**config.mk**
```make
export PLATFORM = sky130hd
export DESIGN_NAME = regfile_wb_arbiter_flat
export DESIGN_NICKNAME = d
export VERILOG_FILES = /design/src/rtl/regfile_wb_arbiter_if.sv /design/src/rtl/regfile_wb_arbiter.sv /design/src/flat_wrapper.sv
export SDC_FILE = /design/constraint.sdc
export NUM_CORES = 1
export LEC_CHECK = 0
export ABC_CLOCK_PERIOD_IN_PS = 2140
export BUFFER_PORTS_ARGS = -buffer_cell sky130_fd_sc_hd__buf_2
export CAP_MARGIN = 20
export CORE_MARGIN = 8
export CORE_UTILIZATION = 50
export DETAILED_ROUTE_END_ITERATION = 10
export PLACE_DENSITY = 0.87
export SYNTH_ARGS = -nofsm -noshare
export SYNTH_HDL_FRONTEND = slang
export SYNTH_SLANG_ARGS = --single-unit
```
**constraint.sdc**
```tcl
create_clock -name clk -period 2.14 [get_ports clk]
set_input_delay 0.214 -clock clk [delete_from_list [all_inputs] [get_ports clk]]
set_output_delay 0.214 -clock clk [all_outputs]
set_load 0.1 [all_outputs]
```
**src/rtl/regfile_wb_arbiter_if.sv**
```systemverilog
// Writeback/scoreboard bundle between the ALU/LSU/issue side and the
// register-file write-port arbiter.
interface regfile_wb_arbiter_if #(
  parameter int XLEN   = 32,
  parameter int ADDR_W = 5
);
  logic              alu_valid;
  logic [ADDR_W-1:0] alu_rd;
  logic [XLEN-1:0]   alu_data;
  logic              alu_ready;
  logic              lsu_valid;
  logic [ADDR_W-1:0] lsu_rd;
  logic [XLEN-1:0]   lsu_data;
  logic              lsu_ready;
  logic              rf_we;
  logic [ADDR_W-1:0] rf_w;
  logic [XLEN-1:0]   rf_data_in;
  logic              sb_set_valid;
  logic [ADDR_W-1:0] sb_set_rd;
  logic [ADDR_W-1:0] sb_rs1;
  logic [ADDR_W-1:0] sb_rs2;
  logic              sb_rs1_pend;
  logic              sb_rs2_pend;
  logic              init_done;

  modport master (
    output alu_valid, alu_rd, alu_data, lsu_valid, lsu_rd, lsu_data,
           sb_set_valid, sb_set_rd, sb_rs1, sb_rs2,
    input  alu_ready, lsu_ready, rf_we, rf_w, rf_data_in,
           sb_rs1_pend, sb_rs2_pend, init_done
  );

  modport slave (
    input  alu_valid, alu_rd, alu_data, lsu_valid, lsu_rd, lsu_data,
           sb_set_valid, sb_set_rd, sb_rs1, sb_rs2,
    output alu_ready, lsu_ready, rf_we, rf_w, rf_data_in,
           sb_rs1_pend, sb_rs2_pend, init_done
  );
endinterface

```
**src/rtl/regfile_wb_arbiter.sv**
```systemverilog
// Owns the register-file write port: zero-sweeps x1..x(NREGS-1) after reset,
// then round-robins ALU/LSU writebacks and tracks pending destinations.
module regfile_wb_arbiter #(
  parameter int XLEN           = 32,
  parameter int NREGS          = 32,
  parameter int ADDR_W         = 5,
  parameter bit CLEAR_ON_RESET = 1'b1
) (
  input  logic               clk,
  input  logic               resetn,
  regfile_wb_arbiter_if.slave bus
);

  typedef enum logic {S_CLEAR, S_RUN} state_e;
  typedef enum logic {SRC_ALU, SRC_LSU} src_e;

  state_e            state_q, state_d;
  src_e              last_grant_q, last_grant_d;
  logic [ADDR_W-1:0] clr_cnt_q, clr_cnt_d;
  logic              rf_we_q, rf_we_d;
  logic [ADDR_W-1:0] rf_w_q, rf_w_d;
  logic [XLEN-1:0]   rf_data_q, rf_data_d;
  logic [NREGS-1:1]  pending_q, pending_d;
  logic              init_done_q;

  logic              run;
  logic              grant_alu, grant_lsu;
  logic [ADDR_W-1:0] wb_rd;
  logic [XLEN-1:0]   wb_data;
  logic [NREGS-1:0]  pend_vec;

  assign run       = (state_q == S_RUN);
  // On a tie the source that did not win last time goes first.
  assign grant_alu = run && bus.alu_valid && (!bus.lsu_valid || last_grant_q == SRC_LSU);
  assign grant_lsu = run && bus.lsu_valid && !grant_alu;
  assign wb_rd     = grant_alu ? bus.alu_rd   : bus.lsu_rd;
  assign wb_data   = grant_alu ? bus.alu_data : bus.lsu_data;
  assign pend_vec  = {pending_q, 1'b0};

  always_comb begin
    state_d      = state_q;
    last_grant_d = last_grant_q;
    clr_cnt_d    = clr_cnt_q;
    rf_we_d      = 1'b0;
    rf_w_d       = rf_w_q;
    rf_data_d    = rf_data_q;
    pending_d    = pending_q;

    unique case (state_q)
      S_CLEAR: begin
        rf_we_d   = 1'b1;
        rf_w_d    = clr_cnt_q;
        rf_data_d = '0;
        clr_cnt_d = clr_cnt_q + 1'b1;
        if (clr_cnt_q == ADDR_W'(NREGS - 1)) state_d = S_RUN;
      end
      S_RUN: begin
        if (grant_alu || grant_lsu) begin
          last_grant_d = grant_alu ? SRC_ALU : SRC_LSU;
          rf_we_d      = (wb_rd != '0);
          rf_w_d       = wb_rd;
          rf_data_d    = wb_data;
        end
        // Clear first so a same-cycle issue to the same rd keeps it pending.
        for (int i = 1; i < NREGS; i++) begin
          if ((grant_alu || grant_lsu) && wb_rd == ADDR_W'(i)) pending_d[i] = 1'b0;
          if (bus.sb_set_valid && bus.sb_set_rd == ADDR_W'(i)) pending_d[i] = 1'b1;
        end
      end
      default: state_d = S_RUN;
    endcase
  end

  always_ff @(posedge clk or negedge resetn) begin
    if (!resetn) begin
      state_q      <= CLEAR_ON_RESET ? S_CLEAR : S_RUN;
      last_grant_q <= SRC_LSU;
      clr_cnt_q    <= ADDR_W'(1);
      rf_we_q      <= 1'b0;
      rf_w_q       <= '0;
      rf_data_q    <= '0;
      pending_q    <= '0;
      init_done_q  <= 1'b0;
    end else begin
      state_q      <= state_d;
      last_grant_q <= last_grant_d;
      clr_cnt_q    <= clr_cnt_d;
      rf_we_q      <= rf_we_d;
      rf_w_q       <= rf_w_d;
      rf_data_q    <= rf_data_d;
      pending_q    <= pending_d;
      init_done_q  <= init_done_q || run;
    end
  end

  assign bus.alu_ready  = grant_alu;
  assign bus.lsu_ready  = grant_lsu;
  assign bus.rf_we      = rf_we_q;
  assign bus.rf_w       = rf_w_q;
  assign bus.rf_data_in = rf_data_q;
  assign bus.init_done  = init_done_q;

  // The write sitting in rf_we/rf_w is not yet readable from the regfile.
  assign bus.sb_rs1_pend = run && (bus.sb_rs1 != '0) &&
                           (pend_vec[bus.sb_rs1] || (rf_we_q && rf_w_q == bus.sb_rs1));
  assign bus.sb_rs2_pend = run && (bus.sb_rs2 != '0) &&
                           (pend_vec[bus.sb_rs2] || (rf_we_q && rf_w_q == bus.sb_rs2));

endmodule

```
**src/flat_wrapper.sv**
```systemverilog
// flat-port wrapper written by rule: the top's interface ports become plain ports
module regfile_wb_arbiter_flat 
#(
  parameter int XLEN           = 32,
  parameter int NREGS          = 32,
  parameter int ADDR_W         = 5,
  parameter bit CLEAR_ON_RESET = 1'b1
)
  (clk, resetn, bus_alu_valid, bus_alu_rd, bus_alu_data, bus_lsu_valid, bus_lsu_rd, bus_lsu_data, bus_sb_set_valid, bus_sb_set_rd, bus_sb_rs1, bus_sb_rs2, bus_alu_ready, bus_lsu_ready, bus_rf_we, bus_rf_w, bus_rf_data_in, bus_sb_rs1_pend, bus_sb_rs2_pend, bus_init_done);
  regfile_wb_arbiter_if #(.XLEN(XLEN), .ADDR_W(ADDR_W)) bus_i ();
  input  logic clk;
  input  logic resetn;
  input wire logic [$bits(bus_i.alu_valid)-1:0] bus_alu_valid;
  input wire logic [$bits(bus_i.alu_rd)-1:0] bus_alu_rd;
  input wire logic [$bits(bus_i.alu_data)-1:0] bus_alu_data;
  input wire logic [$bits(bus_i.lsu_valid)-1:0] bus_lsu_valid;
  input wire logic [$bits(bus_i.lsu_rd)-1:0] bus_lsu_rd;
  input wire logic [$bits(bus_i.lsu_data)-1:0] bus_lsu_data;
  input wire logic [$bits(bus_i.sb_set_valid)-1:0] bus_sb_set_valid;
  input wire logic [$bits(bus_i.sb_set_rd)-1:0] bus_sb_set_rd;
  input wire logic [$bits(bus_i.sb_rs1)-1:0] bus_sb_rs1;
  input wire logic [$bits(bus_i.sb_rs2)-1:0] bus_sb_rs2;
  output wire logic [$bits(bus_i.alu_ready)-1:0] bus_alu_ready;
  output wire logic [$bits(bus_i.lsu_ready)-1:0] bus_lsu_ready;
  output wire logic [$bits(bus_i.rf_we)-1:0] bus_rf_we;
  output wire logic [$bits(bus_i.rf_w)-1:0] bus_rf_w;
  output wire logic [$bits(bus_i.rf_data_in)-1:0] bus_rf_data_in;
  output wire logic [$bits(bus_i.sb_rs1_pend)-1:0] bus_sb_rs1_pend;
  output wire logic [$bits(bus_i.sb_rs2_pend)-1:0] bus_sb_rs2_pend;
  output wire logic [$bits(bus_i.init_done)-1:0] bus_init_done;
  assign bus_i.alu_valid = bus_alu_valid;
  assign bus_i.alu_rd = bus_alu_rd;
  assign bus_i.alu_data = bus_alu_data;
  assign bus_i.lsu_valid = bus_lsu_valid;
  assign bus_i.lsu_rd = bus_lsu_rd;
  assign bus_i.lsu_data = bus_lsu_data;
  assign bus_i.sb_set_valid = bus_sb_set_valid;
  assign bus_i.sb_set_rd = bus_sb_set_rd;
  assign bus_i.sb_rs1 = bus_sb_rs1;
  assign bus_i.sb_rs2 = bus_sb_rs2;
  assign bus_alu_ready = bus_i.alu_ready;
  assign bus_lsu_ready = bus_i.lsu_ready;
  assign bus_rf_we = bus_i.rf_we;
  assign bus_rf_w = bus_i.rf_w;
  assign bus_rf_data_in = bus_i.rf_data_in;
  assign bus_sb_rs1_pend = bus_i.sb_rs1_pend;
  assign bus_sb_rs2_pend = bus_i.sb_rs2_pend;
  assign bus_init_done = bus_i.init_done;
  regfile_wb_arbiter #(.XLEN(XLEN), .NREGS(NREGS), .ADDR_W(ADDR_W), .CLEAR_ON_RESET(CLEAR_ON_RESET)) u_core (.clk(clk), .resetn(resetn), .bus(bus_i));
endmodule
```
==> flow_metrics.py <==
metrics = {
    "detailed_routing": {
        "drt-initial-drc-count": 291,
        "ant_nets": 0,
        "dr.pass1.iters": 4,
        "vias": 4170,
        "drc": 0,
        "detail_route.wl_per_cell_microns": 19.9,
        "drt-total-wl_microns": 13600,
        "viasPerCell": 6.13,
    },
    "clocking": {
        "cts.sinks": 77,
        "cts_tree": "done",
        "cts_root_buf": "clkbuf_8",
        "htreeDepth": 3,
        "insertion_delay_ns": 0.35,
        "cts_inserted_buffers": 9,
        "clockBufferDepth": 2,
        "clk_pin_slew_worst_paths_ns": 0.09,
    },
    "timing": {
        "worst_pin_slew_ns": 0.773,
        "min_period_ns": 2.20,
        "finClkSkew_ns": 0.0191,
        "finalHoldViolCount": 0,
        "fmax_ghz": 0.455,
        "slew_headroom": 0.470,
        "fin_ws_ns": -0.0563,
        "drv_slew": 0,
        "rsz0062_at_grt": "yes",
        "setup_viol": 2,
        "period_share": 1.03,
    },
    "cells_and_area": {
        "antenna_cells": 0,
        "finalCoreUtilization": 0.650,
        "fin_area_sq_um": 5640,
        "area_growth_pct": 26.4,
        "layout.nets": 663,
        "layout-drive-gt1-share": 0.374,
        "finalNonFillerCells": 680,
    },
    "yosys": {
        "syn-instance-count": 426,
        "ys_seq_area_frac": 0.432,
        "yosys_warnings": 0,
        "synth_xor_area_frac": 0.0235,
        "synth_nets": 522,
        "ys_types": 53,
        "synth_top_flop_cell": "dfrtp_1",
        "syn-cell-area_sq_um": 4460,
        "synth_compound_area_frac": 0.168,
        "synthSimpleGateAreaFrac": 0.134,
        "synthAdderAreaFrac": 0.00561,
        "synthArstFlopShare": 1.00,
        "synth.area.mux_share": 0.195,
        "syn_avg_cell_area_sq_um": 10.5,
        "synth_top_family_by_area": "multiplexers",
        "synth-seq-cells": 77,
        "synth_edf_count": 0,
    },
    "worst_setup_path": {
        "path_depth": 7,
        "r2r-start": "u_core.last_grant_q$_DFFE_PN1P_",
        "end_kind": "output pin",
        "cp-start-kind": "register",
        "rrSetupSlack_ns": 0.12,
        "critPathArrivalTime_ns": 1.98,
        "reg2reg_to": "u_core.pending_q[12]$_DFFE_PN0P_",
        "worstPathCellList": "mux4_2, nand3b_1, nand4_1, nor3b_2, buf_4, a31oi_4, buf_12",
        "required_ns": 1.93,
        "max_stage_delay_ns": 0.48,
        "crit_start": "u_core.pending_q[23]$_DFFE_PN0P_",
        "critPathBufInv": 2,
        "critPathKind": "register to output pin",
        "crit_end": "bus_sb_rs1_pend",
        "worstPathMaxFanout": 3,
        "slowest_stage": "mux4_2",
        "path_delay_family": "multiplexers",
        "worstRegToRegCells": 6,
    },
    "die": {
        "die_x_microns": 110,
        "dieArea_sq_um": 12200,
        "ios": 137,
        "die_y_microns": 110,
        "start_util": 0.514,
        "coreArea_sq_um": 8680,
        "rows": 34,
    },
    "pwr": {
        "power_leakage_nw": 2.69,
        "p_per_area_nw_per_um2": 783,
        "p_total_w": 0.00441,
        "ir_drop_mv": 0.492,
    },
    "place": {
        "placed_area_sq_um": 5320,
        "post-place-ws_ns": 0.119,
        "gp_congestion": 0.884,
        "port_buffers": 136,
        "placed_cells": 654,
        "dpl.hpwl_microns": 10200,
    },
    "grt": {
        "grt_usage": 0.217,
        "antenna_found_initial": 0,
        "grt_pass1_wl_microns": 21800,
        "grt_pass1_vias": 4324,
        "gr-total-overflow": 0,
        "grt_max_degree": 48,
    },
    "outcome": {
        "outcome": "complete, but fails checks",
        "violations": "setup timing",
    },
    "hold_path": {
        "hold_class": "input port to register",
    },
    "run": {
        "drv_cap": 0,
    },
}
where the power goes:
part / internal, W / switching, W
clock network: 0.000547 / 0.000549
registers: 0.00162 / 0.000133
logic: 0.000460 / 0.00111
what timing repair did:
action,4_1_cts,5_1_grt
gates resized for setup,7,3
pin swaps,1,2
buffers inserted,7,1
endpoints found under the setup margin,3,8
hold buffers,1,0
cloned,1,0
endpoints found under the hold margin,42,0
cells by family (layout without fill, tap and decap cells):
family	count (synthesis)	after routing
compound gates	123	123
simple gates	109	109
flops	77	77
mux	68	68
buf+inv	35	181
xor+xnor	12	12
fa+ha+maj	2	2
state kept, by name, summed over array words and instances, names as in the netlist:
| signal | flops |
|---|---|
| u_core.bus.rf_data_in | 32 |
| u_core.pending_q | 31 |
| u_core.bus.rf_w | 5 |
| u_core.clr_cnt_q | 5 |
| u_core.bus.init_done | 1 |
| u_core.bus.rf_we | 1 |
| u_core.last_grant_q | 1 |
| u_core.run | 1 |
cell usage after synthesis (all sizes together) (6+ instances only):
master	n	area, sq um
mux2i	48	492
mux2	9	109
nand3	39	200
dfrtp	75	1880
xor2	6	52.6
buf	16	105
o21ai	71	355
nand2b	9	63.8
inv	6	22.5
clkbuf	13	58.8
xnor2	6	52.6
nand2	16	62.6
o31ai	31	233
nor2b	10	62.6
nor2	9	33.8
mux4	11	270
layout make-up:
type	instances	area, sq um
Inverter	6	22.5
Tap cell	108	135
Clock buffer	11	131
Fill cell	673	3040
Multi-Input combinational cell	314	2390
Timing Repair Buffer	159	960
Clock inverter	5	61.3
Sequential cell	77	1940
worst min-delay path by stage:
| stage | slack, ns | endpoint | from | depth (start not counted) |
|---|---|---|---|---|
| after floorplan | -0.08 | u_core.bus.init_done$_DFF_PN0_ | resetn | 0 |
| after global routing | 0.15 | u_core.bus.rf_data_in[30]$_DFFE_PN0P_ | bus_alu_data[30] | 3 |
| after CTS | 0.13 | u_core.bus.rf_data_in[30]$_DFFE_PN0P_ | bus_alu_data[30] | 3 |
| after global placement | 0.27 | u_core.bus.rf_data_in[12]$_DFFE_PN0P_ | resetn | 1 |
| after detailed placement | 0.27 | u_core.bus.rf_data_in[8]$_DFFE_PN0P_ | resetn | 1 |
| final | 0.13 | u_core.bus.rf_data_in[30]$_DFFE_PN0P_ | bus_alu_data[30] | 3 |
metrics by stage:
step | TNS [ns] | hold slack [ns]
final | -0.108 | 0.133
after global routing | -0.280 | 0.152
after CTS | -0.129 | 0.128
after detailed placement | 0 | 0.273
after global placement | 0 | 0.272
after floorplan | -0.151 | -0.0816
layout by cell type, fill, tap and decap left out, types with 6 or more instances in the layout:
cell,n
buf_4,20
o31ai_1,30
mux2_2,7
nand2b_1,8
xor2_1,6
nor2_1,9
nand2_1,15
nand3_1,38
o21ai_0,64
mux2i_1,45
xnor2_1,6
mux4_2,8
o21ai_1,6
dfrtp_1,69
buf_2,131
inv_1,6
dfrtp_2,6
nor2b_1,10
clkbuf_8,9
worst register-to-register path: stages, from the launching register on:
cell and delay [ns]:
dfstp_2 0.55, nand2b_4 0.14, nand3_4 0.14, buf_4 0.22, mux2_4 0.38, o31ai_1 0.28, o21ai_0 0.17
layer usage:
metal / vias up / share of wire / GRT usage / wire length, microns
met5: - / 0 / 0 / 0
met2: 164 / 0.52 / 0.370 / 7060
met4: 0 / 0.031 / 0.105 / 415
met3: 34 / 0.062 / 0.0438 / 844
met1: 2084 / 0.39 / 0.255 / 5230
li1: 1888 / - / - / -
(Power assumes the default switching activity.)
